$ cat src/rtl/hem_mux_cfg_seq_pkg.sv
// Shared definitions for the hem mux configuration sequencer.
package hem_mux_cfg_seq_pkg;

  localparam int unsigned CFG_W         = 8;
  localparam int unsigned MUX_W         = 2;
  localparam int unsigned CFG_EN_BIT    = 7;
  localparam int unsigned CFG_SWEEP_BIT = 6;
  localparam int unsigned CFG_SEL_LSB   = 4;
  localparam int unsigned CFG_SEL_W     = 2;
  localparam int unsigned CFG_DWELL_LSB = 0;
  localparam int unsigned CFG_DWELL_W   = 4;

  localparam logic [MUX_W-1:0] MUX_OFF = 2'd3;

  typedef enum logic [1:0] {
    ST_IDLE   = 2'd0,
    ST_STATIC = 2'd1,
    ST_SWEEP  = 2'd2
  } state_e;

  typedef logic [CFG_W-1:0] cfg_word_t;

  typedef struct packed {
    state_e             state;
    logic [MUX_W-1:0]   mux;
  } target_t;

  // Dwell field of a config word.
  function automatic logic [CFG_DWELL_W-1:0] cfg_dwell(cfg_word_t w);
    return w[CFG_DWELL_LSB +: CFG_DWELL_W];
  endfunction

  // Controller state and mux value a freshly applied config word selects.
  function automatic target_t cfg_target(cfg_word_t w);
    target_t          t;
    logic [MUX_W-1:0] sel;
    sel     = w[CFG_SEL_LSB +: CFG_SEL_W];
    t.state = ST_IDLE;
    t.mux   = MUX_OFF;
    if (w[CFG_EN_BIT]) begin
      if (w[CFG_SWEEP_BIT]) begin
        t.state = ST_SWEEP;
        t.mux   = '0;
      end else if (sel != MUX_OFF) begin
        t.state = ST_STATIC;
        t.mux   = sel;
      end
    end
    return t;
  endfunction

endpackage

$ cat src/rtl/hem_mux_cfg_seq_if.sv
// Scan chain and mux control signals of one taxel.
interface hem_mux_cfg_seq_if;
  import hem_mux_cfg_seq_pkg::*;

  logic             scan_en;
  logic             scan_in;
  logic             scan_out;
  logic             cfg_commit;
  logic [MUX_W-1:0] mux_config;
  logic             blank;
  logic             phase_strobe;

  modport master (
    output scan_en, scan_in, cfg_commit,
    input  scan_out, mux_config, blank, phase_strobe
  );

  modport slave (
    input  scan_en, scan_in, cfg_commit,
    output scan_out, mux_config, blank, phase_strobe
  );
endinterface

$ cat src/rtl/hem_cfg_scan.sv
// Serial configuration shift register with shadow copy.
module hem_cfg_scan
  import hem_mux_cfg_seq_pkg::*;
(
  input  logic      clk,
  input  logic      rst,
  input  logic      scan_en,
  input  logic      scan_in,
  input  logic      cfg_commit,
  output cfg_word_t shift_q,
  output cfg_word_t shadow_q,
  output logic      scan_out
);

  // Shift MSB first; commit captures the word as it was before this cycle's shift.
  always_ff @(posedge clk) begin
    if (rst) begin
      shift_q  <= '0;
      shadow_q <= '0;
    end else begin
      if (scan_en) shift_q <= {shift_q[CFG_W-2:0], scan_in};
      if (cfg_commit) shadow_q <= shift_q;
    end
  end

  assign scan_out = shift_q[CFG_W-1];

endmodule

$ cat src/rtl/hem_mux_cfg_seq.sv
// Hem source sequencer: static select or timed sweep, with strobe and blanking.
module hem_mux_cfg_seq
  import hem_mux_cfg_seq_pkg::*;
#(
  parameter int unsigned BLANK_CYC = 2
) (
  input  logic              clk,
  input  logic              rst,
  hem_mux_cfg_seq_if.slave  bus
);

  localparam int unsigned BLANK_W = 3;

  cfg_word_t shift_w;
  cfg_word_t shadow_w;
  logic      scan_out_w;

  hem_cfg_scan u_scan (
    .clk        (clk),
    .rst        (rst),
    .scan_en    (bus.scan_en),
    .scan_in    (bus.scan_in),
    .cfg_commit (bus.cfg_commit),
    .shift_q    (shift_w),
    .shadow_q   (shadow_w),
    .scan_out   (scan_out_w)
  );

  state_e                 state_q, state_d;
  logic [MUX_W-1:0]       mux_q, mux_d;
  logic [CFG_DWELL_W-1:0] dwell_cnt_q, dwell_cnt_d;
  cfg_word_t              act_q, act_d;
  logic                   pend_q, pend_d;
  logic [BLANK_W-1:0]     blank_cnt_q, blank_cnt_d;
  logic                   blank_q;
  logic                   strobe_q;

  target_t   tgt_w;
  target_t   tgt_p;
  cfg_word_t pend_word;
  logic      pend_eff;
  logic      boundary;

  // Next-state: commits, sweep stepping, pending hand-over and blank countdown.
  // The shadow always holds the latest commit, so it is the pending word.
  always_comb begin
    state_d     = state_q;
    mux_d       = mux_q;
    dwell_cnt_d = dwell_cnt_q;
    act_d       = act_q;
    pend_d      = 1'b0;
    blank_cnt_d = '0;
    pend_eff    = bus.cfg_commit ? (shift_w != act_q) : pend_q;
    pend_word   = bus.cfg_commit ? shift_w : shadow_w;
    tgt_w       = cfg_target(shift_w);
    tgt_p       = cfg_target(pend_word);
    boundary    = (dwell_cnt_q == cfg_dwell(act_q));

    if (bus.cfg_commit && !shift_w[CFG_EN_BIT]) begin
      state_d     = ST_IDLE;
      mux_d       = MUX_OFF;
      dwell_cnt_d = '0;
      act_d       = shift_w;
    end else begin
      case (state_q)
        ST_SWEEP: begin
          pend_d = pend_eff;
          if (boundary) begin
            dwell_cnt_d = '0;
            if (pend_eff) begin
              state_d = tgt_p.state;
              mux_d   = tgt_p.mux;
              act_d   = pend_word;
              pend_d  = 1'b0;
            end else begin
              mux_d = (mux_q == 2'd2) ? 2'd0 : mux_q + 2'd1;
            end
          end else begin
            dwell_cnt_d = dwell_cnt_q + 4'd1;
          end
        end
        default: begin
          if (bus.cfg_commit) begin
            state_d     = tgt_w.state;
            mux_d       = tgt_w.mux;
            dwell_cnt_d = '0;
            act_d       = shift_w;
          end
        end
      endcase
    end

    if (mux_d != mux_q) begin
      blank_cnt_d = BLANK_W'(BLANK_CYC);
    end else if (blank_cnt_q != '0) begin
      blank_cnt_d = blank_cnt_q - 3'd1;
    end
  end

  // State and output registers; reset drops everything without a strobe.
  always_ff @(posedge clk) begin
    if (rst) begin
      state_q     <= ST_IDLE;
      mux_q       <= MUX_OFF;
      dwell_cnt_q <= '0;
      act_q       <= '0;
      pend_q      <= 1'b0;
      blank_cnt_q <= '0;
      blank_q     <= 1'b0;
      strobe_q    <= 1'b0;
    end else begin
      state_q     <= state_d;
      mux_q       <= mux_d;
      dwell_cnt_q <= dwell_cnt_d;
      act_q       <= act_d;
      pend_q      <= pend_d;
      blank_cnt_q <= blank_cnt_d;
      blank_q     <= (blank_cnt_d != '0);
      strobe_q    <= (mux_d != mux_q);
    end
  end

  assign bus.mux_config   = mux_q;
  assign bus.blank        = blank_q;
  assign bus.phase_strobe = strobe_q;
  assign bus.scan_out     = scan_out_w;

endmodule

$ cat src/flat_wrapper.sv
// flat-port wrapper written by rule: the top's interface ports become plain ports
module hem_mux_cfg_seq_flat import hem_mux_cfg_seq_pkg::*;
#(
  parameter int unsigned BLANK_CYC = 2
)
  (clk, rst, bus_scan_en, bus_scan_in, bus_cfg_commit, bus_scan_out, bus_mux_config, bus_blank, bus_phase_strobe);
  hem_mux_cfg_seq_if bus_i ();
  input  logic clk;
  input  logic rst;
  input wire logic [$bits(bus_i.scan_en)-1:0] bus_scan_en;
  input wire logic [$bits(bus_i.scan_in)-1:0] bus_scan_in;
  input wire logic [$bits(bus_i.cfg_commit)-1:0] bus_cfg_commit;
  output wire logic [$bits(bus_i.scan_out)-1:0] bus_scan_out;
  output wire logic [$bits(bus_i.mux_config)-1:0] bus_mux_config;
  output wire logic [$bits(bus_i.blank)-1:0] bus_blank;
  output wire logic [$bits(bus_i.phase_strobe)-1:0] bus_phase_strobe;
  assign bus_i.scan_en = bus_scan_en;
  assign bus_i.scan_in = bus_scan_in;
  assign bus_i.cfg_commit = bus_cfg_commit;
  assign bus_scan_out = bus_i.scan_out;
  assign bus_mux_config = bus_i.mux_config;
  assign bus_blank = bus_i.blank;
  assign bus_phase_strobe = bus_i.phase_strobe;
  hem_mux_cfg_seq #(.BLANK_CYC(BLANK_CYC)) u_core (.clk(clk), .rst(rst), .bus(bus_i));
endmodule
$ cat config.mk
export PLATFORM = sky130hd
export DESIGN_NAME = hem_mux_cfg_seq_flat
export DESIGN_NICKNAME = d
export VERILOG_FILES = /design/src/rtl/hem_mux_cfg_seq_pkg.sv /design/src/rtl/hem_mux_cfg_seq_if.sv /design/src/rtl/hem_cfg_scan.sv /design/src/rtl/hem_mux_cfg_seq.sv /design/src/flat_wrapper.sv
export SDC_FILE = /design/constraint.sdc
export NUM_CORES = 1
export LEC_CHECK = 0
export BUFFER_PORTS_ARGS = -buffer_cell sky130_fd_sc_hd__buf_2
export CORE_ASPECT_RATIO = 1.25
export CORE_MARGIN = 2
export CORE_UTILIZATION = 60
export DETAILED_ROUTE_END_ITERATION = 6
export GPL_TIMING_DRIVEN = 0
export MAX_ROUTING_LAYER = met4
export PLACE_DENSITY = 0.78
export SYNTH_ARGS = -nofsm -noshare
export SYNTH_HDL_FRONTEND = slang
export SYNTH_HIERARCHICAL = 1
export SYNTH_SLANG_ARGS = --single-unit
$ cat constraint.sdc
create_clock -name clk -period 2.3 [get_ports clk]
set_input_delay 0.46 -clock clk [delete_from_list [all_inputs] [get_ports clk]]
set_output_delay 0.46 -clock clk [all_outputs]
set_load 0.01 [all_outputs]
# Yosys cells after proc, flatten, opt, wreduce, memory -nomap -nowiden
# Index checks and enable logic that the tools add are counted.
totals:
  wordCells: 63
  out_inout_bits: 5
  regBits: 38
op_classes:
  n_reduce_logical: 10
  n_mux: 28
  bitwise: 1
  add_sub_neg: 3
  eq_ne: 11
ops:
  columns: ["operator", "n"]
  rows:
  - ["$mux 8", 6]
  - ["$mux 4", 7]
  - ["$mux 2", 10]
  - ["$mux 3", 4]
  - ["$reduce_bool 3->1", 3]
  - ["$ne 8x8->1", 1]
  - ["$ne 3x1->1 const B", 2]
  - ["$reduce_and 3->1", 2]
  - ["$add 4x1->4 const B", 1]
  - ["$eq 2x2->1 const B", 2]
  - ["$eq 4x4->1", 1]
  - ["$ne 2x1->1 const B", 2]
  - ["$ne 2x2->1 const B", 2]
  - ["$reduce_or 4->1", 1]
  - ["$sub 3x1->3 const B", 1]
  - ["$add 2x1->2 const B", 1]
  - ["$ne 2x2->1", 1]
  - ["$reduce_bool 2->1", 1]
  - ["$reduce_or 2->1", 1]
  - ["$logic_and 1x1->1", 1]
  - ["$logic_not 1->1", 1]
  - ["$mux 1", 1]
  - ["$not 1->1", 1]

# Depth between registers and ports, before layout
# Gate-level depths: netlist of run 1.
depth:
  word_depth: 12
  depth_mapped: 8
  mapped_depth_nobuf: 6

# Cells and area by module
# Netlist of run 1, hierarchy kept.
by_module_without_submodules:
  columns: ["mod", "instances", "cells_each", "area_each_um2", "seq_area_each_um2"]
  rows:
  - ["hem_mux_cfg_seq", 1, 177, 1385.1, 440.4]
  - ["hem_cfg_scan", 1, 53, 586.8, 320.3]

# Worst setup path after synthesis of run 1
# Ideal clock, no wire load.
synth_timing:
  path_type: "reg2reg"
  startpoint: "register u_core.u_scan.shift_q[7]"
  endpoint: "register u_core.blank_cnt_q[1]"
  setup_ns: 0.074
  period_less_slack_ns: 2.032
  arrival_time_ns: 1.958
  slack_ns: 0.268
  path_stages_with_launch: 8
  path_cell_list: "dfxtp_1 -> buf_4 -> xnor2_2 -> nand3_1 -> or4_1 -> a221o_1 -> a22o_1 -> a31oi_1"
synth_via:
  elab_chain_cells: 8
synth_lines:
  columns: ["element", "line", "rtl"]
  rows:
  - ["from (decl)", "hem_cfg_scan.sv:10", "output cfg_word_t shift_q,"]
  - ["from (signal assigned)", "hem_cfg_scan.sv:21", "if (scan_en) shift_q <= {shift_q[CFG_W-2:0], scan_in};"]
  - ["$ne 8x8->1 or $mux 8 (tied branches)", "hem_mux_cfg_seq.sv:53, hem_mux_cfg_seq.sv:54", null]
  - ["$mux 1 or $mux 4 (tied branches)", "hem_mux_cfg_seq.sv:53, hem_mux_cfg_seq_pkg.sv:40", null]
  - ["$mux 2", "hem_mux_cfg_seq.sv:70", "if (pend_eff) begin"]
  - ["$mux 2", "hem_mux_cfg_seq.sv:68", "if (boundary) begin"]
  - ["$mux 2", "hem_mux_cfg_seq.sv:65", "case (state_q)"]
  - ["$mux 2 (*)", "hem_mux_cfg_seq.sv:59", "if (bus.cfg_commit && !shift_w[CFG_EN_BIT]) begin"]
  - ["$ne 2x2->1 (*)", "hem_mux_cfg_seq.sv:93", "if (mux_d != mux_q) begin"]
  - ["$mux 3 (*)", "hem_mux_cfg_seq.sv:93", null]
  - ["to (signal assigned)", "hem_mux_cfg_seq.sv:117", "blank_cnt_q <= blank_cnt_d;"]
  - ["to (decl)", "hem_mux_cfg_seq.sv:34", "logic [BLANK_W-1:0] blank_cnt_q, blank_cnt_d;"]
# Every way passes the cells marked *; elsewhere a longest branch is shown, timed or not.
# A chain may end at the register's enable or synchronous reset.

# Worst setup path after layout of run 1
# Same ends and word-level chain as after synthesis.

==> out/results.txt, run 1 <==
Outcome - complete, no violations
Switching pwr - 0.344 mW
Area growth syn-to-layout - 11.8%
Slowest-stage cell, CP - or4_1
CTS Sinks - 38
TritonCTS clock tree - built
DRC Markers - 0
Gate Count Post-Synth - 230
Switching Share - 0.260
Initial core utilization - 0.623
Worst EP required - 2520 ps
Crit-path max FO - 6
Die width - 55.3 µm
YS warnings - 6
Max Freq - 461 MHz
Ys flop type - dfxtp_1
Vias in the first global route - 1581
Top cell type's share of synthesized area - 0.386
PortBufs - 8
Internal power - 0.977 mW
Fin Setup TNS - 0 ps
Final Hold Viols - 0
Via count - 1755
Post-synthesis sequential area ratio - 0.386
Post-synthesis cell area - 1970 µm²
Initial DRC Count - 67
Avg Cell Area, Syn - 8.57 µm²
Worst hold margin - 401 ps
Final net count - 255
DIE AREA - 3760 µm²
VDD IR-drop max - 567 µV
Dominant cell type by area after synthesis - dfxtp_1
All-Layer GR Usage - 0.244
Initial antenna violation count - 0
Cts hold-fix bufs - 0
Layout cell share with drive strength beyond 1 - 0.140
Power Density - 599 nW/µm²
Yosys reg bits - 38
Post-DP HPWL - 3080 µm
H-tree level count - 2
Worst Setup Start Kind - register
Gpl congestion - 0.808
Async set or reset register ratio after synthesis - 0
Critical path launch point - u_core/u_scan/shift_q[7]
Max cap viols - 0
Final Max Slew Viols - 0
Clock Tree Buf Depth - 2
Synth cell types - 49
DR vias/cell - 6.11
Worst Hold Launch - bus_scan_in
Tmin final - 2170 ps
Leak pwr - 0.854 nW
Antenna cells - 0
Setup CP Type - reg2reg
Routed WL - 4450 µm
Multi-input gate area - 1130 µm²
Site row count - 23
Largest net degree at the start of global routing - 13
RSZ-0062 raised after global routing - false
I/O pin cnt - 10
Final setup fails - 0
Reg power frac - 0.523
Seq. cell area - 762 µm²
Worst Path Arrival - 2400 ps
Worst Tran Pin Value - 484 ps
Setup Skew - 3.64 ps
Clk pwr share - 0.366
Max_slew headroom - 0.678
Synth area leaders - dfxtp_1, mux2i_1, nor2_1
Clk root buf - clkbuf_8
Drt pass-1 iters - 4
Gr ovfl total - 0
Synth Net Count - 236
Detail Route Antenna Nets - 0
Filler cells - 281
Cells along the critical path - buf_4, xnor2_2, nand3_1, or4_1, a221o_1, a22o_1, a31oi_1
Final Cycle Share - 0.944
Clock insertion delay at the later pin of the skew report - 290 ps
TritonCTS Buffers - 5
Worst path max stage delay - 550 ps
Die Y - 68.1 µm
Min-delay worst type - in2reg
Logic pwr share - 0.111
Global-route wire length before repair - 6970 µm
Post-synth EDFFs - 0
Crit end category - register
Post-DR wirelength/cell - 15.5 µm
Core ar. - 3170 µm²
Clk pin slew, worst setup/hold paths - 80 ps
RR Startpoint - u_core/u_scan/shift_q[7]
-- synthesized netlist by cell type (2+ instances only) --
master	n
nor3b_1	2
a211oi_1	3
nor3_1	2
nand2_1	16
mux2i_1	16
nor2_1	39
xnor2_1	9
nand2b_1	3
o22ai_1	2
o21ai_0	15
a31oi_1	3
clkbuf_1	7
xnor2_2	3
o21ai_1	4
nand4_1	2
a211o_1	2
a21oi_1	9
nand3_1	5
nand4b_1	2
nor2b_1	2
and3_1	2
dfxtp_1	38
a22oi_1	2
buf_6	3
a311oi_1	7
inv_1	5
nor4_1	2
buf_4	2
a21o_1	3
-- final timing paths --
| kind | to | slack (ps) | cells past startpoint |
|---|---|---|---|
| worst max-delay path | u_core/blank_cnt_q[1] | 130 | 7 |
| worst min-delay path | u_core/u_scan/shift_q[0] | 400 | 3 |
| worst max register to register | u_core/blank_cnt_q[1] | 130 | 7 |
| worst min register to register | u_core/blank_cnt_q[2] | 470 | 2 |
-- per-stage QoR --
step	std cells	cell area [µm²]	power [mW]	utilization	setup slack (ps)
floorplan	230	1970	0.806	-	268
global placement	275	2060	0.838	0.650	118
detailed placement	275	2060	0.841	0.650	74.7
CTS	283	2150	1.32	0.680	61.6
global route	287	2200	1.36	0.696	0.189
finish	287	2200	1.32	0.696	129
-- critical path: cells and delay by family, from the launching register on --
family | cells | cell delay, ps
and+or+nand+nor | 2 | 640
buffers and inverters | 1 | 180
xor gates and xnor gates | 1 | 130
AOI/OAI and AO/OA | 3 | 780
DFF | 1 | 380
-- metal layers --
layer	track usage	vias up	wire, µm
li1	-	870	-
met1	0.258	831	1940
met2	0.438	45	2190
met3	0.0586	9	216
met4	0.113	0	95
met5	-	-	0
-- flip-flops by register name (all words and copies together) (netlist names) --
name,count
u_core/act_q,8
u_core/u_scan/shadow_q,8
u_core/u_scan/shift_q,8
u_core/dwell_cnt_q,4
u_core/blank_cnt_q,3
u_core/bus.mux_config,2
u_core/state_q,2
u_core/bus.blank,1
u_core/bus.phase_strobe,1
u_core/pend_q,1
-- kinds of logic after synthesis --
group	share of synthesized area
AND/OR/NAND/NOR	0.195
AO/OA/AOI/OAI	0.217
flip-flops	0.386
buffers and inverters	0.0501
multiplexers	0.0812
XOR/XNOR	0.0647
adder cells (fa/ha/maj)	0.00634
-- cell type report --
class	instances	share of cell area
clock inverters	2	0.00568
plain buffers	13	0.0363
well taps	37	0.0210
multi-input cells	174	0.514
flip-flops and latches	38	0.346
inverters	5	0.00851
clock buffers	6	0.0375
repair buffers	12	0.0318
-- power groups by stage --
stage / sequential [mW] / clock, mW / combinational [mW]
after global routing: 0.693 / 0.513 / 0.159
after global placement: 0.706 / 0 / 0.132
after detailed placement: 0.706 / 0 / 0.134
after CTS: 0.691 / 0.498 / 0.135
final: 0.691 / 0.484 / 0.146
after floorplan: 0.706 / 0 / 0.101
-- cells in the final DEF, fill, tap and decap left out, types with 2 or more instances in the layout --
| master | n |
|---|---|
| nor2_1 | 39 |
| dfxtp_1 | 37 |
| nand2_1 | 16 |
| mux2i_1 | 16 |
| o21ai_0 | 15 |
| xnor2_1 | 9 |
| a21oi_1 | 9 |
| buf_2 | 8 |
| clkbuf_1 | 7 |
| a311oi_1 | 7 |
| clkbuf_8 | 6 |
| buf_4 | 6 |
| inv_1 | 5 |
| nand3_1 | 5 |
| o21ai_1 | 4 |
| nand2b_1 | 3 |
| xnor2_2 | 3 |
| a21o_1 | 3 |
| a211oi_1 | 3 |
| a31oi_1 | 3 |
| buf_6 | 3 |
| nand4_1 | 2 |
| nor2b_1 | 2 |
| a22oi_1 | 2 |
| a211o_1 | 2 |
| and3_1 | 2 |
| o22ai_1 | 2 |
| nor4_1 | 2 |
| nand4b_1 | 2 |
| nor3b_1 | 2 |
-- repair_timing --
action | in CTS | in global routing
hold endpoints to repair | 0 | 0
resized for setup | 0 | 4
setup buffers | 0 | 4
setup endpoints to repair | 0 | 8
(Power assumes the default switching activity.)
==> inputs of run 2 (changes only) <==
--- a/config.mk
+++ b/config.mk
@@ -9,8 +9,10 @@
 export CORE_ASPECT_RATIO = 1.25
 export CORE_MARGIN = 2
 export CORE_UTILIZATION = 60
+export CTS_BUF_LIST = sky130_fd_sc_hd__clkbuf_16
 export DETAILED_ROUTE_END_ITERATION = 6
 export GPL_TIMING_DRIVEN = 0
+export HOLD_SLACK_MARGIN = 0.12
 export MAX_ROUTING_LAYER = met4
 export PLACE_DENSITY = 0.78
 export SYNTH_ARGS = -nofsm -noshare
==> run 2 against run 1 <==
Sequential cell count is the same. Register-to-register slack is essentially flat. Core utilization grew 0.75 points. Critical path type unchanged. Critical endpoint unchanged.
==> out/results.txt, run 2 (synthesized netlist as in run 1, its figures left out) <==
Worst Tran Pin Value - 505 ps
Final Non-Filler Cells - 284
Gpl congestion - 0.808
Worst path max stage delay - 540 ps
Inst Count DP - 275
Switching pwr - 0.358 mW
Post-DP HPWL - 3080 µm
Outcome - complete, no violations
Global-route wire length before repair - 7110 µm
Initial core utilization - 0.623
Area growth syn-to-layout - 13.0%
CTS Sinks - 38
Die Y - 68.1 µm
Post-DR wirelength/cell - 15.2 µm
Worst Path Arrival - 2370 ps
Fin Setup TNS - 0 ps
Final Cycle Share - 0.939
Largest net degree at the start of global routing - 13
Worst EP required - 2510 ps
Cells along the critical path - buf_4, xnor2_2, nand3_1, or4_1, a221o_1, a22o_1, a31oi_1
Drt pass-1 iters - 4
Post-route cell area - 2230 µm²
Site row count - 23
Crit-path max FO - 6
Final net count - 252
Max Freq - 463 MHz
Slowest-stage cell, CP - or4_1
Met3 Routed Length - 261 µm
Clk pin slew, worst setup/hold paths - 60 ps
Detail Route Antenna Nets - 0
M1 WL - 1760 µm
Total chip power - 1.49 mW
Power Density - 668 nW/µm²
Max cap viols - 0
DRC Markers - 0
Crit end category - register
Setup slack after layout - 140 ps
Leak pwr - 0.859 nW
Multi-input gate area - 1130 µm²
Most common cell after layout, fill and taps aside - nor2_1
Initial DRC Count - 76
Clk root buf - clkbuf_16
DIE AREA - 3760 µm²
Internal power - 1.13 mW
TritonCTS Buffers - 5
Final Max Slew Viols - 0
Routed WL - 4310 µm
CP top delay family - compound AO/OA/AOI/OAI gates
I/O pin cnt - 10
Final setup fails - 0
Most frequent cells in the layout - nor2_1, dfxtp_1, nand2_1, mux2i_1, o21ai_0
Layout cell share with drive strength beyond 1 - 0.126
Fin util - 0.704
Reg power frac - 0.465
Gr ovfl total - 0
Tmin final - 2160 ps
H-tree level count - 2
Filler cells - 277
Clock Tree Buf Depth - 2
Buf/Inv on CP - 1
Core ar. - 3170 µm²
VDD IR-drop max - 643 µV
Via count - 1754
Antenna cells - 0
Metal2 WL - 2190 µm
Setup Skew - 5.25 ps
Seq. cell area - 762 µm²
PortBufs - 8
Initial antenna violation count - 0
Regs by FF count - u_core/act_q x8, u_core/u_scan/shadow_q x8, u_core/u_scan/shift_q x8
Clock insertion delay at the later pin of the skew report - 280 ps
Worst hold margin - 420 ps
DR vias/cell - 6.18
TritonCTS clock tree - built
Cts hold-fix bufs - 0
RSZ-0062 raised after global routing - false
Setup CP Type - reg2reg
Clk pwr share - 0.439
Vias in the first global route - 1650
All-Layer GR Usage - 0.249
Top sig layer - met4
DP Area - 2060 µm²
Dpl ws - 74.7 ps
Switching Share - 0.240
Min-delay worst type - in2reg
Worst Setup Start Kind - register
Max_slew headroom - 0.664
Die width - 55.3 µm
Final Hold Viols - 0
Logic pwr share - 0.096
## run 2: cell types whose count changed in the layout (fill, tap and decap cells not counted)
cell,delta
clkbuf_8,-6
clkinv_1,+1
clkbuf_16,+5
buf_4,-3
## run 2: worst paths after layout
path,startpoint,slack [ps],cells past startpoint,to
worst min-delay path,bus_scan_in,420,3,u_core/u_scan/shift_q[0]
worst max-delay path,u_core/u_scan/shift_q[7],140,7,u_core/blank_cnt_q[1]
worst min register to register,u_core/blank_cnt_q[2],470,2,u_core/blank_cnt_q[2]
worst max register to register,u_core/u_scan/shift_q[7],140,7,u_core/blank_cnt_q[1]
## run 2: final cells by class
type	instances	share of cell area
Buffer	13	0.0359
Clock buffer	5	0.0561
Clock inverter	3	0.00730
Inverter	5	0.00842
Multi-Input combinational cell	174	0.508
Sequential cell	38	0.342
Tap cell	37	0.0208
Timing Repair Buffer	9	0.0213
## run 2: tightest hold or removal path, cell delays in order
cell	delay (ps)
buf_2	70
mux2i_1	60
nor2_1	70
## run 2: what timing repair did
action	4_1_cts	5_1_grt
resized for setup	0	4
setup buffers	0	1
setup endpoints to repair	0	8
## run 2: power by group through the flow
stage	logic (mW)	registers [mW]	clock network, mW
detailed placement	0.134	0.706	0
finish	0.144	0.692	0.653
floorplan	0.101	0.706	0
global route	0.157	0.694	0.685
CTS	0.135	0.692	0.661
global placement	0.132	0.706	0
## run 2: metal layers
metal,global-route usage,up-vias
li1,-,865
met1,0.260,817
met2,0.439,58
met3,0.0605,14
met4,0.131,0
met5,-,-
==> inputs of run 3 (changes only) <==
--- a/config.mk
+++ b/config.mk
@@ -5,16 +5,20 @@
 export SDC_FILE = /design/constraint.sdc
 export NUM_CORES = 1
 export LEC_CHECK = 0
+export ABC_AREA = 1
 export BUFFER_PORTS_ARGS = -buffer_cell sky130_fd_sc_hd__buf_2
+export CELL_PAD_IN_SITES_DETAIL_PLACEMENT = 2
+export CELL_PAD_IN_SITES_GLOBAL_PLACEMENT = 2
 export CORE_ASPECT_RATIO = 1.25
 export CORE_MARGIN = 2
-export CORE_UTILIZATION = 60
+export CORE_UTILIZATION = 34
 export CTS_BUF_LIST = sky130_fd_sc_hd__clkbuf_16
 export DETAILED_ROUTE_END_ITERATION = 6
 export GPL_TIMING_DRIVEN = 0
 export HOLD_SLACK_MARGIN = 0.12
 export MAX_ROUTING_LAYER = met4
-export PLACE_DENSITY = 0.78
+export PLACE_DENSITY_LB_ADDON = 0.1
+export SKIP_LAST_GASP = 1
 export SYNTH_ARGS = -nofsm -noshare
 export SYNTH_HDL_FRONTEND = slang
 export SYNTH_HIERARCHICAL = 1
==> run 3 against run 2 <==
Die area increased by 81%. Combinational power increased by 85%. Clock skew decreased by 1.1 ps. Largest power group unchanged. Hold slack improved by 41 ps. Critical path type unchanged. Worst setup slack improved by 320 ps. Via count increased by 7.8%. Highest routed layer unchanged.
==> out/results.txt, run 3 <==
Outcome - complete, no violations
Yosys reg bits - 38
Initial antenna violation count - 0
Top cell type's share of synthesized area - 0.364
Dominant cell type by area after synthesis - dfxtp_1
Cts hold-fix bufs - 0
Die width - 74.1 µm
Most frequent cell after synthesis - nand2_1
DRC Markers - 0
Drt pass-1 iters - 4
All-Layer GR Usage - 0.186
Max_slew headroom - 0.723
Fin util - 0.403
Post-synthesis cell area - 2090 µm²
Setup CP Type - reg2reg
Global-route wire length before repair - 9420 µm
Setup bufs post-CTS - 0
I/O pin cnt - 10
Regs by FF count - u_core/act_q x8, u_core/u_scan/shadow_q x8, u_core/u_scan/shift_q x8
Commonest cells post-synth - nand2_1, nor2_1, dfxtp_1
Detail Route Antenna Nets - 0
Worst EP required - 2460 ps
VDD IR-drop max - 290 µV
Final setup fails - 0
Crit-path max FO - 6
DP Area - 2230 µm²
Total chip power - 1.63 mW
Ys flop type - dfxtp_1
Final Max Slew Viols - 0
H-tree level count - 2
Crit end category - register
Routed WL - 5530 µm
Leak pwr - 1.11 nW
DIE AREA - 6800 µm²
Synth cell types - 35
Top sig layer - met4
Mux share of post-synthesis cell area - 0.00479
Filler cells - 733
PostCTS Resize Cnt - 0
Final Cycle Share - 0.799
Tmin final - 1840 ps
Worst Path Arrival - 2000 ps
Largest net degree at the start of global routing - 11
Clk root buf - clkbuf_16
Clock insertion delay at the later pin of the skew report - 280 ps
M1 WL - 2350 µm
Clock Tree Buf Depth - 2
Min-delay worst type - in2reg
Power Density - 692 nW/µm²
Simple-gate share of the synthesized area - 0.349
Vias in the first global route - 1984
Fin Setup TNS - 0 ps
Site row count - 31
Synth Net Count - 312
Post-synthesis sequential area ratio - 0.364
DR vias/cell - 4.70
Gate Count Post-Synth - 306
PortBufs - 8
CTS Sinks - 38
Via count - 1890
Worst Setup Start Kind - register
Max Freq - 544 MHz
Final Hold Viols - 0
Multi-input gate area - 1080 µm²
Metal2 WL - 3010 µm
RSZ-0062 raised after global routing - false
Initial core utilization - 0.357
Avg Cell Area, Syn - 6.83 µm²
Final net count - 327
Layout cell share with drive strength beyond 1 - 0.169
Synth Area in Compound Gates - 0.124
TritonCTS clock tree - built
XOR/XNOR Fraction of Synth Area - 0.0335
TritonCTS Buffers - 5
Core ar. - 5860 µm²
Gpl congestion - 0.771
Die Y - 91.7 µm
Max cap viols - 0
Post-DP HPWL - 4330 µm
Clk pin slew, worst setup/hold paths - 50 ps
Post-route cell area - 2360 µm²
YS warnings - 6
Most common cell after layout, fill and taps aside - nand2_1
Largest family of logic cells by synthesized area - simple AND/OR/NAND/NOR gates
Area growth syn-to-layout - 13.0%
Gr ovfl total - 0
Setup Skew - 4.12 ps
Initial DRC Count - 37
Synth Area in Adders - 0.00598
Seq. cell area - 761 µm²
Met3 Routed Length - 103 µm
Post-DR wirelength/cell - 13.7 µm
Post-synth EDFFs - 0
Worst Tran Pin Value - 413 ps
Antenna cells - 0
Async set or reset register ratio after synthesis - 0
Most frequent cells in the layout - nand2_1, nor2_1, dfxtp_1, inv_1, o21ai_0
Synth area leaders - dfxtp_1, nand2_1, nor2_1
==> run 3: worst paths after layout <==
kind | from | endpoint | slack [ps] | depth (start not counted)
max reg2reg | u_core/u_scan/shift_q[5] | u_core/bus.blank | 460 | 17
max | u_core/u_scan/shift_q[5] | u_core/bus.blank | 460 | 17
min | bus_scan_en | u_core/u_scan/shift_q[3] | 460 | 4
min reg2reg | u_core/u_scan/shadow_q[5] | u_core/u_scan/shadow_q[5] | 470 | 2
==> run 3: logic make-up (layout without fill, tap and decap cells) <==
group,after synthesis,in the layout
AND/OR/NAND/NOR,167,167
XOR/XNOR,8,8
flip-flops,38,38
adder cells (fa/ha/maj),1,1
buffers and inverters,49,63
AO/OA/AOI/OAI,42,42
multiplexers,1,1
==> run 3: power breakdown <==
part	leakage [nW]	total [mW]	internal [mW]	switching [mW]
clock	0.0632	0.633	0.385	0.248
combinational	0.732	0.267	0.103	0.163
sequential	0.313	0.735	0.700	0.0345
==> run 3: cell type report <==
cell class,count,share of cell area
Multi-Input combinational cell,219,0.459
Sequential cell,38,0.322
Inverter,40,0.0636
Clock buffer,5,0.0530
Tap cell,82,0.0434
Buffer,9,0.0408
Timing Repair Buffer,8,0.0169
Clock inverter,1,0.00159
==> run 3: worst max-delay path, stage by stage, from the launching register on <==
cell,delay (ps)
dfxtp_1,460
inv_1,100
nand2_1,70
nand2_1,40
inv_1,40
nand2_1,60
nor2_2,120
nand2_2,100
nand2_4,100
nand2_1,60
nand2_1,70
nand2_1,90
nand2_1,90
nand2_1,60
nand2_2,70
nand2_2,70
nand2_2,80
nand2_1,50
==> run 3: layer usage <==
metal,up-vias,GRT usage
met5,-,-
met4,0,0.0455
met3,5,0.0363
met2,15,0.329
met1,908,0.212
li1,962,-
==> run 3: metrics by stage <==
stage               hold slack [ps]  cells  worst slack, ps
finish                          460    402              463
global placement                450    396              362
global route                    470    402              230
floorplan                       436    306              700
detailed placement              464    396              286
CTS                             463    402              398
